### config.mk
export PLATFORM = sky130hd
export DESIGN_NAME = mac_st_driver
export DESIGN_NICKNAME = d
export VERILOG_FILES = /design/src/rtl/mac_st_driver.sv
export SDC_FILE = /design/constraint.sdc
export NUM_CORES = 1
export LEC_CHECK = 0
export BUFFER_PORTS_ARGS = -buffer_cell sky130_fd_sc_hd__clkbuf_2
export CAP_MARGIN = 40
export CORE_UTILIZATION = 45
export DETAILED_ROUTE_END_ITERATION = 7
export GPL_ROUTABILITY_DRIVEN = 0
export PLACE_DENSITY = 0.74
export SETUP_SLACK_MARGIN = 0.3
export SLEW_MARGIN = 10
export SYNTH_ARGS = -nofsm -noshare
export SYNTH_HDL_FRONTEND = slang
export SYNTH_SLANG_ARGS = --single-unit
### constraint.sdc
create_clock -name clk -period 1.9 [get_ports clk]
set_input_delay 0.285 -clock clk [delete_from_list [all_inputs] [get_ports clk]]
set_output_delay 0.285 -clock clk [all_outputs]
set_load 0.01 [all_outputs]
### src/rtl/mac_st_driver.sv
// ---------------------------------------------------------------------------
// mac_st_driver
//
// Producer-side sequencer for a sum-together MAC. It accepts one dot-product
// job at a time (length + precision mode), pulses the MAC accumulator clear,
// streams the operand pairs into the MAC unchanged, waits for the MAC
// pipeline to settle, then captures z and offers it on a valid/ready port.
//
// Ports
//   clk, rst        clock, asynchronous active-high reset
//   cfg_valid/ready job request handshake; cfg_len pairs, cfg_mode
//                   (0 = 8x8, 1 = packed 4x4+4x4)
//   op_valid/ready  operand pair handshake; op_a activation, op_w weight
//   mac_a, mac_w    registered operand pair towards the MAC
//   mac_accu_rst    registered accumulator clear towards the MAC
//   mac_config_aw   registered precision mode towards the MAC
//   mac_z           accumulated value from the MAC
//   res_valid/ready result handshake; res_z captured sum, res_mode its mode
// ---------------------------------------------------------------------------
module mac_st_driver #(
  parameter int HEADROOM = 4,
  parameter int LEN_W    = 10,
  parameter int MAC_LAT  = 2
) (
  input  logic                  clk,
  input  logic                  rst,
  input  logic                  cfg_valid,
  output logic                  cfg_ready,
  input  logic [LEN_W-1:0]      cfg_len,
  input  logic                  cfg_mode,
  input  logic                  op_valid,
  output logic                  op_ready,
  input  logic [7:0]            op_a,
  input  logic [7:0]            op_w,
  output logic [7:0]            mac_a,
  output logic [7:0]            mac_w,
  output logic                  mac_accu_rst,
  output logic                  mac_config_aw,
  input  logic [16+HEADROOM-1:0] mac_z,
  output logic                  res_valid,
  input  logic                  res_ready,
  output logic [16+HEADROOM-1:0] res_z,
  output logic                  res_mode
);

  localparam int WAIT_W = (MAC_LAT < 1) ? 1 : $clog2(MAC_LAT + 1);

  typedef enum logic [2:0] {
    IDLE,
    CLEAR,
    RUN,
    DRAIN,
    OUT
  } state_t;

  state_t            state;
  logic [LEN_W-1:0]  remaining;
  logic [WAIT_W-1:0] wait_cnt;

  logic cfg_hs;
  logic op_hs;
  logic res_hs;

  assign cfg_hs = cfg_valid & cfg_ready;
  assign op_hs  = op_valid & op_ready;
  assign res_hs = res_valid & res_ready;

  always_ff @(posedge clk or posedge rst) begin
    if (rst) begin
      state         <= IDLE;
      remaining     <= '0;
      wait_cnt      <= '0;
      cfg_ready     <= 1'b0;
      op_ready      <= 1'b0;
      mac_a         <= '0;
      mac_w         <= '0;
      mac_accu_rst  <= 1'b0;
      mac_config_aw <= 1'b0;
      res_valid     <= 1'b0;
      res_z         <= '0;
      res_mode      <= 1'b0;
    end else begin
      // Unless a pair is consumed this cycle the MAC sees a zero product,
      // so bubbles and the drain phase never disturb the running sum.
      mac_a        <= '0;
      mac_w        <= '0;
      mac_accu_rst <= 1'b0;

      case (state)
        IDLE: begin
          if (cfg_hs) begin
            remaining     <= cfg_len;
            mac_config_aw <= cfg_mode;
            res_mode      <= cfg_mode;
            cfg_ready     <= 1'b0;
            mac_accu_rst  <= 1'b1;
            state         <= CLEAR;
          end else begin
            // cfg_ready comes up one cycle after reset release.
            cfg_ready <= 1'b1;
          end
        end

        CLEAR: begin
          if (remaining != '0) begin
            op_ready <= 1'b1;
            state    <= RUN;
          end else begin
            wait_cnt <= WAIT_W'(MAC_LAT);
            state    <= DRAIN;
          end
        end

        RUN: begin
          if (op_hs) begin
            mac_a     <= op_a;
            mac_w     <= op_w;
            remaining <= remaining - LEN_W'(1);
            if (remaining == LEN_W'(1)) begin
              op_ready <= 1'b0;
              wait_cnt <= WAIT_W'(MAC_LAT);
              state    <= DRAIN;
            end
          end
        end

        DRAIN: begin
          // The last pair needs MAC_LAT cycles to reach mac_z; capture once
          // the counter has run out.
          if (wait_cnt == '0) begin
            res_z     <= mac_z;
            res_valid <= 1'b1;
            state     <= OUT;
          end else begin
            wait_cnt <= wait_cnt - WAIT_W'(1);
          end
        end

        OUT: begin
          if (res_hs) begin
            res_valid <= 1'b0;
            cfg_ready <= 1'b1;
            state     <= IDLE;
          end
        end

        default: begin
          state <= IDLE;
        end
      endcase
    end
  end

endmodule
======== Word level (Yosys, flattened, before mapping) ========
Cells that the tools add are included.
storage, ports and cells
  register bits ........................... 56
  input bits .............................. 52
  output and inout bits ................... 42
cells by class
  add/subtract/negate cells ............... 2
  equal/unequal tests ..................... 13
  muxes and demuxes ....................... 31
  bitwise logic cells ..................... 3
  reduce and logical (&&, ||, !) cells .... 16
operators with widths
  cell                                                                     number
  8-bit 2-to-1 mux                                                         4
  10-bit 2-to-1 mux                                                        2
  10-bit one-hot mux with 2 select lines                                   1
  2-bit != test (second input constant)                                    8
  3-bit 2-to-1 mux                                                         5
  3-bit one-hot mux with 5 select lines                                    1
  10-bit by 1-bit equality test with 1-bit output (second input constant)  1
  1-bit 2-to-1 mux                                                         10
  5-bit AND reduction                                                      2
  10-bit nonzero test                                                      1
  10-bit by 1-bit subtractor with 10-bit output (second input constant)    1
  2-bit 2-to-1 mux                                                         4
  2-bit nonzero test                                                       4
  3-bit by 2-bit equality test with 1-bit output (second input constant)   2
  1-bit one-hot mux with 2 select lines                                    3
  2-bit one-hot mux with 3 select lines                                    1
  2-bit AND reduction                                                      3
  3-bit AND reduction                                                      2
  4-bit AND reduction                                                      1
  1-bit bitwise AND                                                        3
  3-bit by 1-bit equality test with 1-bit output (second input constant)   1
  3-bit equality test (second input constant)                              1
  3-bit logical NOT                                                        1
  3-bit nonzero test                                                       1
  2 further kinds                                                          2

======== Longest topological paths before layout ========
  word-level depth ........................ 4
  gate-level depth with buffers ........... 6

======== Worst setup path after synthesis ========
OpenSTA, ideal clock, no wires.
  kind .................................... flip-flop to flip-flop
  from .................................... reg remaining[2]
  to ...................................... reg remaining[7]
  library setup time ...................... 145 ps
  arrival ................................. 1572 ps
  data required time ...................... 1755 ps
  setup slack ............................. 183 ps
  cell stages (with the launch flop) ...... 5
  buffers on the path ..................... 0
  clock period less this slack ............ 1717 ps
  path through ............................ dfrtp_1 or3_1 or4_4 o32ai_2 a21oi_1
on the way
  cells in the longest elaborated chain, start to end .. 3
RTL lines
  what                                           RTL line  text
  from (decl)                                    57        logic [LEN_W-1:0] remaining;
  from (signal assigned)                         92        remaining <= cfg_len;
  from (signal assigned)                         118       remaining <= remaining - LEN_W'(1);
  10-bit by 1-bit subtractor with 10-bit output  118
  10-bit 2-to-1 mux                              115       if (op_hs) begin
  10-bit one-hot mux with 2 select lines         89        case (state)
No other way between the ends. The select of a mux whose other input is x is not followed.
A chain may end at the register's enable or synchronous reset.

======== Final worst setup path ========
  from .................................... reg remaining[4]
  to ...................................... reg remaining[9]
The elaborated chain is that of the path after synthesis.

==> run_results.csv <==
group,metric,value,unit
finish,final_cell_mix,"clkbuf_2 (93), dfrtp_1 (51), mux2_2 (16), and2_1 (16), buf_4 (15)",
clock_network,cts.path.max_buffers,2,
sta,grt_setup_unrepaired,"yes",
clock_network,cts_made_buffers,5,
die,start_util,47.34,%
detailed_routing,first_pass_iters,4,
logic_synthesis,syn-cell-area,0.002449,mm2
detailed_routing,routed_wl,5434,um
detailed_routing,vias_per_cell,5.016,
finish,fin_area,0.003306,mm2
pwr,ir_worst_vdd,0.0003767,V
finish,layout_commonest_cell,"clkbuf_2",
pwr,seqPwrFrac,56.7,%
logic_synthesis,netlist.area_leader.share,57.23,%
finish,nNetsFinal,369,
logic_synthesis,synth_cell_types,45,
pwr,clockPowerShare,36.8,%
grt,track_usage,19.08,%
critical_path,cp.required,2.13,ns
clock_network,cts_tree,"yes",
clock_network,clk_latency,0.31,ns
die,rows,26,
logic_synthesis,synthArstFlopShare,100.0,%
grt,antenna_found_initial,0,
critical_path,cp-end-kind,"register",
critical_path,r2r_cells,4,
critical_path,r2r_start,"remaining[4]",
grt,grt_pass1_wl,8059,um
logic_synthesis,ys_ff_latch,56,
critical_path,startpoint_type,"register",
clock_network,cts.sinks,56,
critical_path,worstPathArrival,1.88,ns
pwr,p_switching,0.4675,mW
pwr,swShare,21.70,%
detailed_routing,routedWlPerCell,14.11,um
critical_path,cp-endpoint,"remaining[9]",
sta,fmax,0.6051,GHz
place,post-dp-hpwl,3750,um
grt,overflow,0,
finish,antenna_cells,0,
pwr,p_leak,1.630,nW
sta,tightest_slew,0.3933,ns
detailed_routing,drc,0,
logic_synthesis,yosys-top-cells-area,"dfrtp_1 (57%), mux2_2 (7.4%), and2_1 (4.3%)",
logic_synthesis,synth.avg_cell_area,11.83,um2
finish,fillerInstances,418,
detailed_routing,ant_nets,0,
place,io_buffers,93,
grt,grt_pass1_vias,1691,
sta,period_needed,1.653,ns
sta,hold_viol_final,0,
sta,drv_slew,0,
pwr,powerDensity,651.8,mW/mm2
finish,area_growth,35.00,%
critical_path,cp_max_fo,3,
detailed_routing,vias,1931,
logic_synthesis,ys_warn_count,0,
place,place_area,0.003063,mm2
die,ioPinCount,94,
logic_synthesis,netlist_instances,207,
pwr,p_int,1.687,mW
critical_path,crit_path_start,"remaining[4]",
sta,setup_violations,0,
job,cap_viol_max_count,0,
clock_network,clkTransAtPathRegs,0.10,ns
sta,min_period_over_period,86.99,%
critical_path,crit_type,"register to register",
status,status,"finished, final reports clean",
logic_synthesis,synthFlopType,"dfrtp_1",
critical_path,reg2reg_slack,0.25,ns
worst_hold_path,min_path_cells,2,
clock_network,htreeDepth,2,
sta,finalClockSkew,0.005634,ns
worst_hold_path,hold_path.startpoint,"op_w[2]",
die,die_x,75.77,um
die,core_area,0.005172,mm2
logic_synthesis,yosysTopAreaCell,"dfrtp_1",
sta,setup-tns-final,0,ns
detailed_routing,drt-initial-drc-count,116,
pwr,p_comb_share,6.5,%
critical_path,r2r_end,"remaining[9]",
die,die_area,0.005740,mm2
logic_synthesis,synth_edf_count,0,
die,chipHeight,75.77,um
finish,drive_above_1_share,50.16,%
sta,slew_headroom,73.72,%
grt,grt_max_degree,41,
clock_network,cts_root_buffer,"clkbuf_8",
worst_hold_path,hold_path_class,"input port to register",
logic_synthesis,synth_fp_nets,262,
logic_synthesis,synth-seq-area-share,57.23,%
## worst max-delay path: stages (launching register included)
cell,delay (ns)
dfrtp_1,0.39
or3_4,0.38
or4_4,0.46
a2bb2oi_1,0.16
o221ai_1,0.17
## logic make-up after synthesis
family / synth area share [%]
AOI/OAI and AO/OA: 12.26
adders and majority gates: 1.533
buffers and inverters: 3.168
DFF: 57.23
muxes: 9.657
and+or+nand+nor: 16.15
## registers in the layout, indices dropped and copies added, names as in the netlist
signal / cells
wait_cnt: 2
mac_w: 8
res_valid: 1
mac_a: 8
op_ready: 1
res_mode: 1
remaining: 10
state: 3
res_z: 20
cfg_ready: 1
mac_accu_rst: 1
## Yosys cell counts, drive strengths merged, types with 3 or more instances
cell type / number
mux2: 21
nor2: 9
inv: 5
and2: 17
and3: 3
nor4: 4
a2bb2oi: 4
ha: 3
dfrtp: 56
buf: 7
a211oi: 3
clkbuf: 5
a31oi: 3
o21ai: 9
nand2: 11
a21oi: 13
nand3: 8
## metrics by stage
step           util (%)  hold slack, ns  total power, mW  cells  worst slack (ns)
2_1_floorplan         -          0.3655            1.299    207            0.1965
3_3_place_gp      59.22          0.2766            1.383    370            0.1990
3_5_place_dp      59.22          0.2955            1.387    370            0.1085
4_1_cts           62.00          0.1640            2.180    379            0.2312
5_1_grt           63.91          0.1557            2.247    385            0.2085
6_report          63.91          0.1743            2.155    385            0.2472
## power by group through the flow
stage	combinational [mW]	clock (mW)	sequential [mW]
3_3_place_gp	0.138	0	1.24
6_report	0.141	0.792	1.22
2_1_floorplan	0.0420	0	1.26
5_1_grt	0.159	0.863	1.23
4_1_cts	0.143	0.815	1.22
3_5_place_dp	0.141	0	1.25
## timing repair
action                                  4_1_cts  5_1_grt
pin swaps                                     3        4
hold buffers                                  1        0
cloned                                        0        1
endpoints found under the setup margin       27       47
setup buffers                                 0        5
gates resized for setup                       5       14
endpoints found under the hold margin        16        0
## how the worst min path moves through the flow
stage | end | slack, ns
3_5_place_dp | mac_a[1] | 0.30
3_3_place_gp | mac_a[2] | 0.28
2_1_floorplan | cfg_ready | 0.37
6_report | mac_w[2] | 0.17
5_1_grt | mac_a[4] | 0.16
4_1_cts | mac_a[1] | 0.16
## layout make-up
class	count	area, um2	area share, %
sequential	56	1408	42.58
timing repair buffer	111	628.1	19.00
clock buffer	6	72.57	2.195
multi-input combinational	135	1049	31.72
clock inverter	2	38.79	1.173
inverter	5	22.52	0.6813
tap	70	87.58	2.650
## layer usage
| metal | part of all wire [%] | global-route usage [%] |
|---|---|---|
| met1 | 45 | 25.15 |
| met2 | 50 | 31.66 |
| met3 | 4.1 | 3.968 |
| met4 | 0.86 | 5.967 |
| met5 | 0 | 0 |
(Power assumes the default switching activity.)
